[src/rtl/alu_seq.sv]
// alu_seq - registered, width-parametrised ALU with a Start/Busy/Done handshake.
//
// Single-cycle ops (AND, NOR, OR, XOR, ADD/SUB, SLT, SHIFT) are computed and
// registered at the edge that accepts Start. MUL (op 110, when MUL_EN=1) runs
// a shift-add multiplier for WIDTH cycles. REZ and the flags hold between
// Done pulses.
//
// Parameters:
//   WIDTH    operand/result width (>=4, power of two)
//   MUL_EN   1 = multiplier built; 0 = op 110 completes in one cycle, REZ=0
// Ports:
//   Clock    rising-edge clock
//   Reset    synchronous, active-high reset
//   Start    issue request, sampled only when Busy=0
//   A, B     operands
//   ALUCtrl  operation select
//   BNegate  ADD->SUB, SHIFT left->right
//   REZ      registered result
//   Zero     REZ==0
//   Overflow signed add/sub overflow, or MUL high half nonzero
//   CarryOut adder carry out (op 100 only)
//   Busy     multi-cycle op in progress
//   Done     one-cycle pulse when REZ and the flags update
module alu_seq #(
    parameter int unsigned WIDTH  = 16,
    parameter bit          MUL_EN = 1'b1
) (
    input  logic             Clock,
    input  logic             Reset,
    input  logic             Start,
    input  logic [WIDTH-1:0] A,
    input  logic [WIDTH-1:0] B,
    input  logic [2:0]       ALUCtrl,
    input  logic             BNegate,
    output logic [WIDTH-1:0] REZ,
    output logic             Zero,
    output logic             Overflow,
    output logic             CarryOut,
    output logic             Busy,
    output logic             Done
);

    localparam int unsigned SW = $clog2(WIDTH);
    localparam logic [SW-1:0] CNT_LAST = SW'(WIDTH - 1);

    typedef enum logic {
        S_IDLE,
        S_MUL
    } state_t;

    state_t state;

    // Multiplier datapath
    logic [2*WIDTH-1:0] mcand;
    logic [WIDTH-1:0]   mplier;
    logic [2*WIDTH-1:0] acc;
    logic [SW-1:0]      cnt;
    logic [2*WIDTH-1:0] acc_next;

    // Single-cycle datapath
    logic [WIDTH-1:0] b_eff;
    logic [WIDTH:0]   add_full;
    logic [WIDTH-1:0] sub_w;
    logic             add_ovf;
    logic             sub_ovf;
    logic [SW-1:0]    shamt;
    logic [WIDTH-1:0] nxt_rez;
    logic             nxt_c;
    logic             nxt_v;

    always_comb begin
        b_eff    = BNegate ? ~B : B;
        add_full = {1'b0, A} + {1'b0, b_eff} + {{WIDTH{1'b0}}, BNegate};
        // Overflow when the operand signs (after inversion) agree but the result sign differs
        add_ovf  = (A[WIDTH-1] == b_eff[WIDTH-1]) && (add_full[WIDTH-1] != A[WIDTH-1]);
        // SLT always subtracts, independent of BNegate
        sub_w    = A + ~B + {{(WIDTH-1){1'b0}}, 1'b1};
        sub_ovf  = (A[WIDTH-1] != B[WIDTH-1]) && (sub_w[WIDTH-1] != A[WIDTH-1]);
        shamt    = B[SW-1:0];

        nxt_rez = '0;
        nxt_c   = 1'b0;
        nxt_v   = 1'b0;
        case (ALUCtrl)
            3'b000: nxt_rez = A & B;
            3'b001: nxt_rez = ~(A | B);
            3'b010: nxt_rez = A | B;
            3'b011: nxt_rez = A ^ B;
            3'b100: begin
                nxt_rez = add_full[WIDTH-1:0];
                nxt_c   = add_full[WIDTH];
                nxt_v   = add_ovf;
            end
            3'b101: nxt_rez = {{(WIDTH-1){1'b0}}, sub_w[WIDTH-1] ^ sub_ovf};
            3'b110: nxt_rez = '0;  // reached only when the multiplier is not built
            3'b111: nxt_rez = BNegate ? (A >> shamt) : (A << shamt);
            default: nxt_rez = '0;
        endcase
    end

    always_comb begin
        acc_next = acc + (mplier[0] ? mcand : '0);
    end

    always_ff @(posedge Clock) begin
        if (Reset) begin
            state    <= S_IDLE;
            REZ      <= '0;
            Zero     <= 1'b1;
            Overflow <= 1'b0;
            CarryOut <= 1'b0;
            Busy     <= 1'b0;
            Done     <= 1'b0;
            mcand    <= '0;
            mplier   <= '0;
            acc      <= '0;
            cnt      <= '0;
        end else begin
            case (state)
                S_IDLE: begin
                    Done <= 1'b0;
                    if (Start) begin
                        if (MUL_EN && (ALUCtrl == 3'b110)) begin
                            mcand  <= {{WIDTH{1'b0}}, A};
                            mplier <= B;
                            acc    <= '0;
                            cnt    <= '0;
                            Busy   <= 1'b1;
                            state  <= S_MUL;
                        end else begin
                            REZ      <= nxt_rez;
                            Zero     <= (nxt_rez == '0);
                            CarryOut <= nxt_c;
                            Overflow <= nxt_v;
                            Done     <= 1'b1;
                        end
                    end
                end
                S_MUL: begin
                    acc    <= acc_next;
                    mcand  <= mcand << 1;
                    mplier <= mplier >> 1;
                    cnt    <= cnt + 1'b1;
                    if (cnt == CNT_LAST) begin
                        // acc_next already holds the full product at the last iteration
                        REZ      <= acc_next[WIDTH-1:0];
                        Zero     <= (acc_next[WIDTH-1:0] == '0);
                        Overflow <= |acc_next[2*WIDTH-1:WIDTH];
                        CarryOut <= 1'b0;
                        Done     <= 1'b1;
                        Busy     <= 1'b0;
                        cnt      <= '0;
                        state    <= S_IDLE;
                    end
                end
                default: state <= S_IDLE;
            endcase
        end
    end

endmodule

[config.mk]
export PLATFORM = sky130hd
export DESIGN_NAME = alu_seq
export DESIGN_NICKNAME = d
export VERILOG_FILES = /design/src/rtl/alu_seq.sv
export SDC_FILE = /design/constraint.sdc
export NUM_CORES = 1
export LEC_CHECK = 0
export ABC_AREA = 1
export BUFFER_PORTS_ARGS = -buffer_cell sky130_fd_sc_hd__buf_4
export CAP_MARGIN = 20
export CORE_MARGIN = 2
export CORE_UTILIZATION = 63
export DETAILED_ROUTE_END_ITERATION = 16
export PLACE_DENSITY = 0.79
export SLEW_MARGIN = 20
export SYNTH_ARGS = -nofsm -noshare
export SYNTH_HDL_FRONTEND = slang
export SYNTH_SLANG_ARGS = --single-unit
[constraint.sdc]
create_clock -name Clock -period 3.7 [get_ports Clock]
set_input_delay 0.74 -clock Clock [delete_from_list [all_inputs] [get_ports Clock]]
set_output_delay 0.74 -clock Clock [all_outputs]
set_load 0.03 [all_outputs]
# [Word level (Yosys, flattened, before mapping)]
# Cells that the tools add are included.
[totals] reg_bits=106 input_bits=39 output_inout_bits=21 word_cells=97
[op_classes] n_addsub=6 n_eq_ne=16 shift=2 muxes=46 bitwise_logic=7 n_reduce_logical=9
[ops] cell="32-bit two-way mux" count=5
[ops] cell="16-bit one-hot mux with 8 select lines" count=1
[ops] cell="32-bit one-hot mux with 2 select lines" count=2
[ops] cell="16-bit two-way mux" count=7
[ops] cell="16-bit one-hot mux with 2 select lines" count=2
[ops] cell="32-bit adder" count=1
[ops] cell="16-bit logical NOT" count=2
[ops] cell="16-bit inverter" count=2
[ops] cell="1-bit two-way mux" count=19
[ops] cell="16-bit by 16-bit adder with 17-bit output" count=1
[ops] cell="17-bit by 1-bit adder with 17-bit output" count=1
[ops] cell="16-bit by 1-bit adder with 16-bit output, second input constant" count=1
[ops] cell="16-bit adder" count=1
[ops] cell="16-bit bitwise AND" count=1
[ops] cell="16-bit OR" count=1
[ops] cell="16-bit OR reduction" count=1
[ops] cell="16-bit by 4-bit << shifter with 16-bit output" count=1
[ops] cell="16-bit by 4-bit >> shifter with 16-bit output" count=1
[ops] cell="16-bit XOR" count=1
[ops] cell="3-bit equality test, second input constant" count=4
[ops] cell="4-bit two-way mux" count=3
[ops] cell="1-bit one-hot mux with 2 select lines" count=6
[ops] cell="4-bit one-hot mux with 2 select lines" count=1
[ops] cell="3-bit by 2-bit equality test with 1-bit output, second input constant" count=2
[ops] cell="other kinds (13)" count=19

# [Logic depth before layout (Yosys ltp)]
[depth] depth_word=11 mapped_depth=27 depth_no_buf=26

# [Worst setup path before layout]
# No wires, ideal clock.
[synth_path] path_kind="input to register" from="input B[2]" to="register Zero" setup_time_ns=0.059 arrival_ns=3.334 required_time_ns=3.641 slack_ns=0.307 cell_stages=27 path_buffers=1 path_cell_list="inv_1 clkbuf_1 ha_1 inv_1 a21oi_1 o21bai_1 a21oi_1 nor2_1 nor2_1 o21bai_1 nand2_1 nand2_1 a31oi_1 fa_1 o21ai_1 o211ai_1 nor3_1 nand2_1 nand2_1 nand2_1 inv_1 nand2_1 nor2_1 nand3_1 nand2_1 nand2_1 nand2_1"
[synth_via] elab_chain_len=11 elab_cells_between_ends=21 classes_between="4 x add/sub; 1 x eq/ne; 2 x shift; 6 x mux; 6 x bitwise; 2 x reduce/logical"
[synth_rtl] element="start, declared" line_no="32" text="input logic [WIDTH-1:0] B,"
[synth_rtl] element="16-bit inverter" line_no="72, 77"
[synth_rtl] element="16-bit adder" line_no="77" text="sub_w = A + ~B + {{(WIDTH-1){1'b0}}, 1'b1};"
[synth_rtl] element="16-bit by 1-bit adder with 16-bit output" line_no="77"
[synth_rtl] element="1-bit inequality test" line_no="78" text="sub_ovf = (A[WIDTH-1] != B[WIDTH-1]) && (sub_w[WIDTH-1] != A[WIDTH-1]);"
[synth_rtl] element="1-bit logical AND" line_no="78"
[synth_rtl] element="1-bit XOR" line_no="94" text="3'b101: nxt_rez = {{(WIDTH-1){1'b0}}, sub_w[WIDTH-1] ^ sub_ovf};"
[synth_rtl] element="16-bit one-hot mux with 8 select lines (*)" line_no="84" text="case (ALUCtrl)"
[synth_rtl] element="16-bit logical NOT (*)" line_no="132" text="Zero <= (nxt_rez == '0);"
[synth_rtl] element="1-bit two-way mux (*)" line_no="123" text="if (MUL_EN && (ALUCtrl == 3'b110)) begin"
[synth_rtl] element="1-bit two-way mux (*)" line_no="122" text="if (Start) begin"
[synth_rtl] element="1-bit one-hot mux with 2 select lines (*)" line_no="119" text="case (state)"
[synth_rtl] element="end signal, assigned" line_no="132"
[synth_rtl] element="end signal, assigned" line_no="147" text="Zero <= (acc_next[WIDTH-1:0] == '0);"
[synth_rtl] element="end, declared" line_no="36" text="output logic Zero,"
# Every way passes the cells marked *; elsewhere a longest branch is shown, timed or not. The select of a mux whose other input is x is not followed.
# A chain may end at the register's enable or synchronous reset.

# [Worst setup path in the final report]
[layout_path] from="input A[1]" to="register Zero"
[layout_via] elab_chain_len=10 elab_cells_between_ends=19 classes_between="4 x add/sub; 1 x eq/ne; 2 x shift; 5 x mux; 5 x bitwise; 2 x reduce/logical"
[layout_rtl] element="start, declared" line_no="31" text="input logic [WIDTH-1:0] A,"
[layout_rtl] element="16-bit adder" line_no="77"
[layout_rtl] element="16-bit by 1-bit adder with 16-bit output" line_no="77"
[layout_rtl] element="1-bit inequality test" line_no="78"
[layout_rtl] element="1-bit logical AND" line_no="78"
[layout_rtl] element="1-bit XOR" line_no="94"
[layout_rtl] element="16-bit one-hot mux with 8 select lines (*)" line_no="84"
[layout_rtl] element="16-bit logical NOT (*)" line_no="132"
[layout_rtl] element="1-bit two-way mux (*)" line_no="123"
[layout_rtl] element="1-bit two-way mux (*)" line_no="122"
[layout_rtl] element="1-bit one-hot mux with 2 select lines (*)" line_no="119"
# Marks and branches as above.

==> results.md <==
- Met2 Resource Use GR: 68.6%
- GR Overflow Total: 0
- Syn Std Cell Area: 10100 µm²
- Worst Hold Depth: 2
- CTS H-tree lvls: 3
- Skew final: 0.0131 ns
- DRC viols: 0
- Run status: complete, no violations
- R2R cell count: 6
- Chip width: between 100 and 150 µm
- CTS tree: yes
- Post-Synth XOR/XNOR Area: 2.79%
- Placeable Area: 15800 µm²
- Count of final max-slew check failures: 0
- GP Congestion: 0.994
- Setup CP Type: in2reg
- Synth Register Bits: 106
- GR peak layer: met2
- Die H: 130 µm
- Worst-Margin Slew: between 1 and 1.5 ns
- Mux share of post-synthesis cell area: 0%
- Critical Path Sink Type: register
- Yosys cell types: 39
- Pre-CTS worst setup slack: 0.0173 ns
- Post-route ant nets: 0
- CP required: 3.99 ns
- Synth Area in Simple Gates: 40.1%
- Final setup fails: 0
- Row Count: between 40 and 50
- Largest net degree at the start of global routing: between 80 and 90
- CTS max path bufs: 2
- Sink Count: 106
- Largest family of logic cells by synthesized area: simple AND/OR/NAND/NOR gates
- Ports: 60
- Worst skew pair latency: 0.36 ns
- Final worst path period share: 90.6%
- Vias: 11600
- Post-DP HPWL: 26000 µm
- Placed instance count: 1924
- Post-CTS repair timing setup buffer count: 0
- Routed WL per cell: approximately 17 µm
- Fmax: approximately 300 MHz
- Inserted Clock Buffers: 9
- Worst setup SP type: primary input
- Min-delay worst type: reg2reg
- Setup ws final: 0.347 ns
- Pwr dens: 275 nW/µm²
- Met3 usage: 6.27%
- Vias in the first global route: around 11000
- Post-CTS sizing: 0
- Sequential area share after synthesis: 21.1%
- Port Buffers: 59
- Final std cells w/o fill: 1940
- Number of standard cells after synthesis: ~1700
- Share of cells above drive strength 1: under 10%
- First-pass GRT wire length: 53400 µm
- Commonest non-fill, non-tap cells in the layout: nand2_1, nand3_1, inv_1
- Clock Root Buffer: clkbuf_16
- TritonRoute pass-1 iters: 6
- Initial DRC count: 1330
- LEAKAGE: 5.45 nW
- Non-Filler Cell Area, Final: 11000 µm²
- Post-synthesis adder-cell area fraction: approximately an eighth
- Hold Buf Count CTS: 0
- Synth warn: 0
- Max-cap viol count: 0
- Slew margin rel.: 28.4%
- Initial antenna violation count: 0
- Initial core utilization: a little under two thirds
- Compound-Gate Fraction of Synth Area: between 10% and 20%
- VDD IR max: about 0.22 mV
- Area Overhead vs Synth: 9.14%
- Setup TNS: 0 ns
- Number of vias per cell: 5.96
- Fin nets: 1856
- Most common cell after layout, fill and taps aside: nand2_1
- Inserted Diodes: 0
- Filler instances: between 1000 and 1500
- Total GRT Usage: around 40%
- Synth Net Count: 1826
- Min Tclk post-route: 3.35 ns
- Final WL: 33800 µm
- GR Util met1: 49.9%
- DIE AREA: 17000 µm²
- Worst EP arrival: ~3.7 ns
- Mean Syn Cell Area: 5.95 µm²
- Worst-path clk slew: about 0.08 ns
- Fin. Hold Viols: 0
- Worst Path Max Fanout: 2
- Placed cell area: 10700 µm²
- Unrepaired setup endpoints after global routing: false
- Total power: 0.00302 W
==> path summary, 6_finish.rpt <==
| check | from | end | slack (ns) |
|---|---|---|---|
| min | mcand[31]$_SDFFE_PP0P_ | mcand[31]$_SDFFE_PP0P_ | 0.47 |
| min reg2reg | mcand[31]$_SDFFE_PP0P_ | mcand[31]$_SDFFE_PP0P_ | 0.47 |
| max reg2reg | state$_SDFF_PP0_ | Zero$_SDFFE_PP1P_ | 0.72 |
| max | A[1] | Zero$_SDFFE_PP1P_ | 0.35 |
==> report_power, final <==
group / switching [W] / internal (W) / total [W]
Sequential: 0.0000262 / 0.00117 / 0.00120
Clock: 0.000456 / 0.000486 / 0.000941
Combinational: 0.000589 / 0.000290 / 0.000879
==> through the flow <==
step	hold slack [ns]	utilization, %
global placement	0.449	67.8
floorplan	0.441	-
global route	0.488	69.6
CTS	0.467	69.6
finish	0.466	69.6
detailed placement	0.456	67.8
==> worst max-delay path, stage by stage <==
cell,delay (ns)
buf_4,0.08
inv_1,0.03
ha_1,0.30
o21bai_1,0.16
a21oi_1,0.11
o21bai_1,0.21
a21oi_1,0.09
nor2_1,0.09
nor2_1,0.04
o21bai_1,0.12
nand2_1,0.06
nand2_1,0.07
a31oi_1,0.10
fa_1,0.42
o21ai_1,0.14
o211ai_1,0.09
nor3_1,0.14
nand2_1,0.09
nand2_1,0.06
nand2_1,0.05
inv_1,0.04
nand2_1,0.04
nor2_1,0.08
nand3_1,0.08
nand2_1,0.09
nand2_1,0.05
nand2_1,0.06
==> cells by family after synthesis <==
family / Yosys count
and+or+nand+nor: 962
AOI/OAI and AO/OA: 255
buffers and inverters: 236
DFF: 106
adders and majority gates: 98
xor gates and xnor gates: 32
==> final cells by class <==
cell class                      count  area, µm²  area share, %
Clock buffer                       11        243           2.21
Sequential cell                   106       2120           19.3
Tap cell                          216        270           2.46
Multi-Input combinational cell   1347       7010           63.8
Clock inverter                      5       43.8          0.399
Inverter                          170        638           5.81
Timing Repair Buffer               85        651           5.93
==> Yosys cell counts <==
| cell | count | share of area (%) |
|---|---|---|
| nand2_2 | 15 | 0.93 |
| or2_2 | 11 | 0.68 |
| a21oi_1 | 120 | 6.0 |
| inv_2 | 6 | 0.22 |
| nand4_1 | 27 | 1.7 |
| and2_1 | 1 | 0.062 |
| clkinv_1 | 3 | 0.11 |
| nand3_1 | 178 | 8.9 |
| nor2_1 | 121 | 4.5 |
| xor2_1 | 27 | 2.4 |
| a21o_1 | 7 | 0.52 |
| o21ai_2 | 1 | 0.087 |
| buf_6 | 3 | 0.34 |
| nand3b_1 | 6 | 0.45 |
| inv_1 | 161 | 6.0 |
| nor3_1 | 11 | 0.55 |
| nand2_1 | 582 | 22 |
| a31oi_1 | 47 | 2.9 |
| o22ai_1 | 3 | 0.19 |
| nor4_1 | 2 | 0.12 |
| dfxtp_1 | 106 | 21 |
| a211oi_1 | 2 | 0.15 |
| nor2_2 | 2 | 0.12 |
| o2111ai_1 | 3 | 0.26 |
| clkbuf_1 | 38 | 1.4 |
| o211ai_1 | 7 | 0.52 |
| or2_1 | 6 | 0.37 |
| o21bai_1 | 6 | 0.45 |
| xnor2_1 | 5 | 0.44 |
| o31ai_1 | 1 | 0.075 |
| o21a_1 | 2 | 0.15 |
| ha_1 | 95 | 12 |
| o21ai_0 | 39 | 1.9 |
| fa_1 | 3 | 0.60 |
| buf_1 | 9 | 0.34 |
| o21ai_1 | 10 | 0.50 |
| a221oi_1 | 7 | 0.61 |
| buf_4 | 2 | 0.15 |
| buf_2 | 14 | 0.70 |
==> sequential cells by signal, indices dropped and copies added, names as in the netlist <==
| signal | count |
|---|---|
| Zero | 1 |
| cnt | 4 |
| Overflow | 1 |
| mplier | 16 |
| mcand | 32 |
| Done | 1 |
| REZ | 16 |
| Busy | 1 |
| acc | 32 |
| state | 1 |
| CarryOut | 1 |
==> per-layer routing <==
metal  share of wire [%]  vias to the layer above
met5                   0                        -
met4                 4.7                        0
met3                 7.8                      117
met2                  47                      562
met1                  41                     5285
li1                    -                     5592
Power figures use the tool's default switching activity.
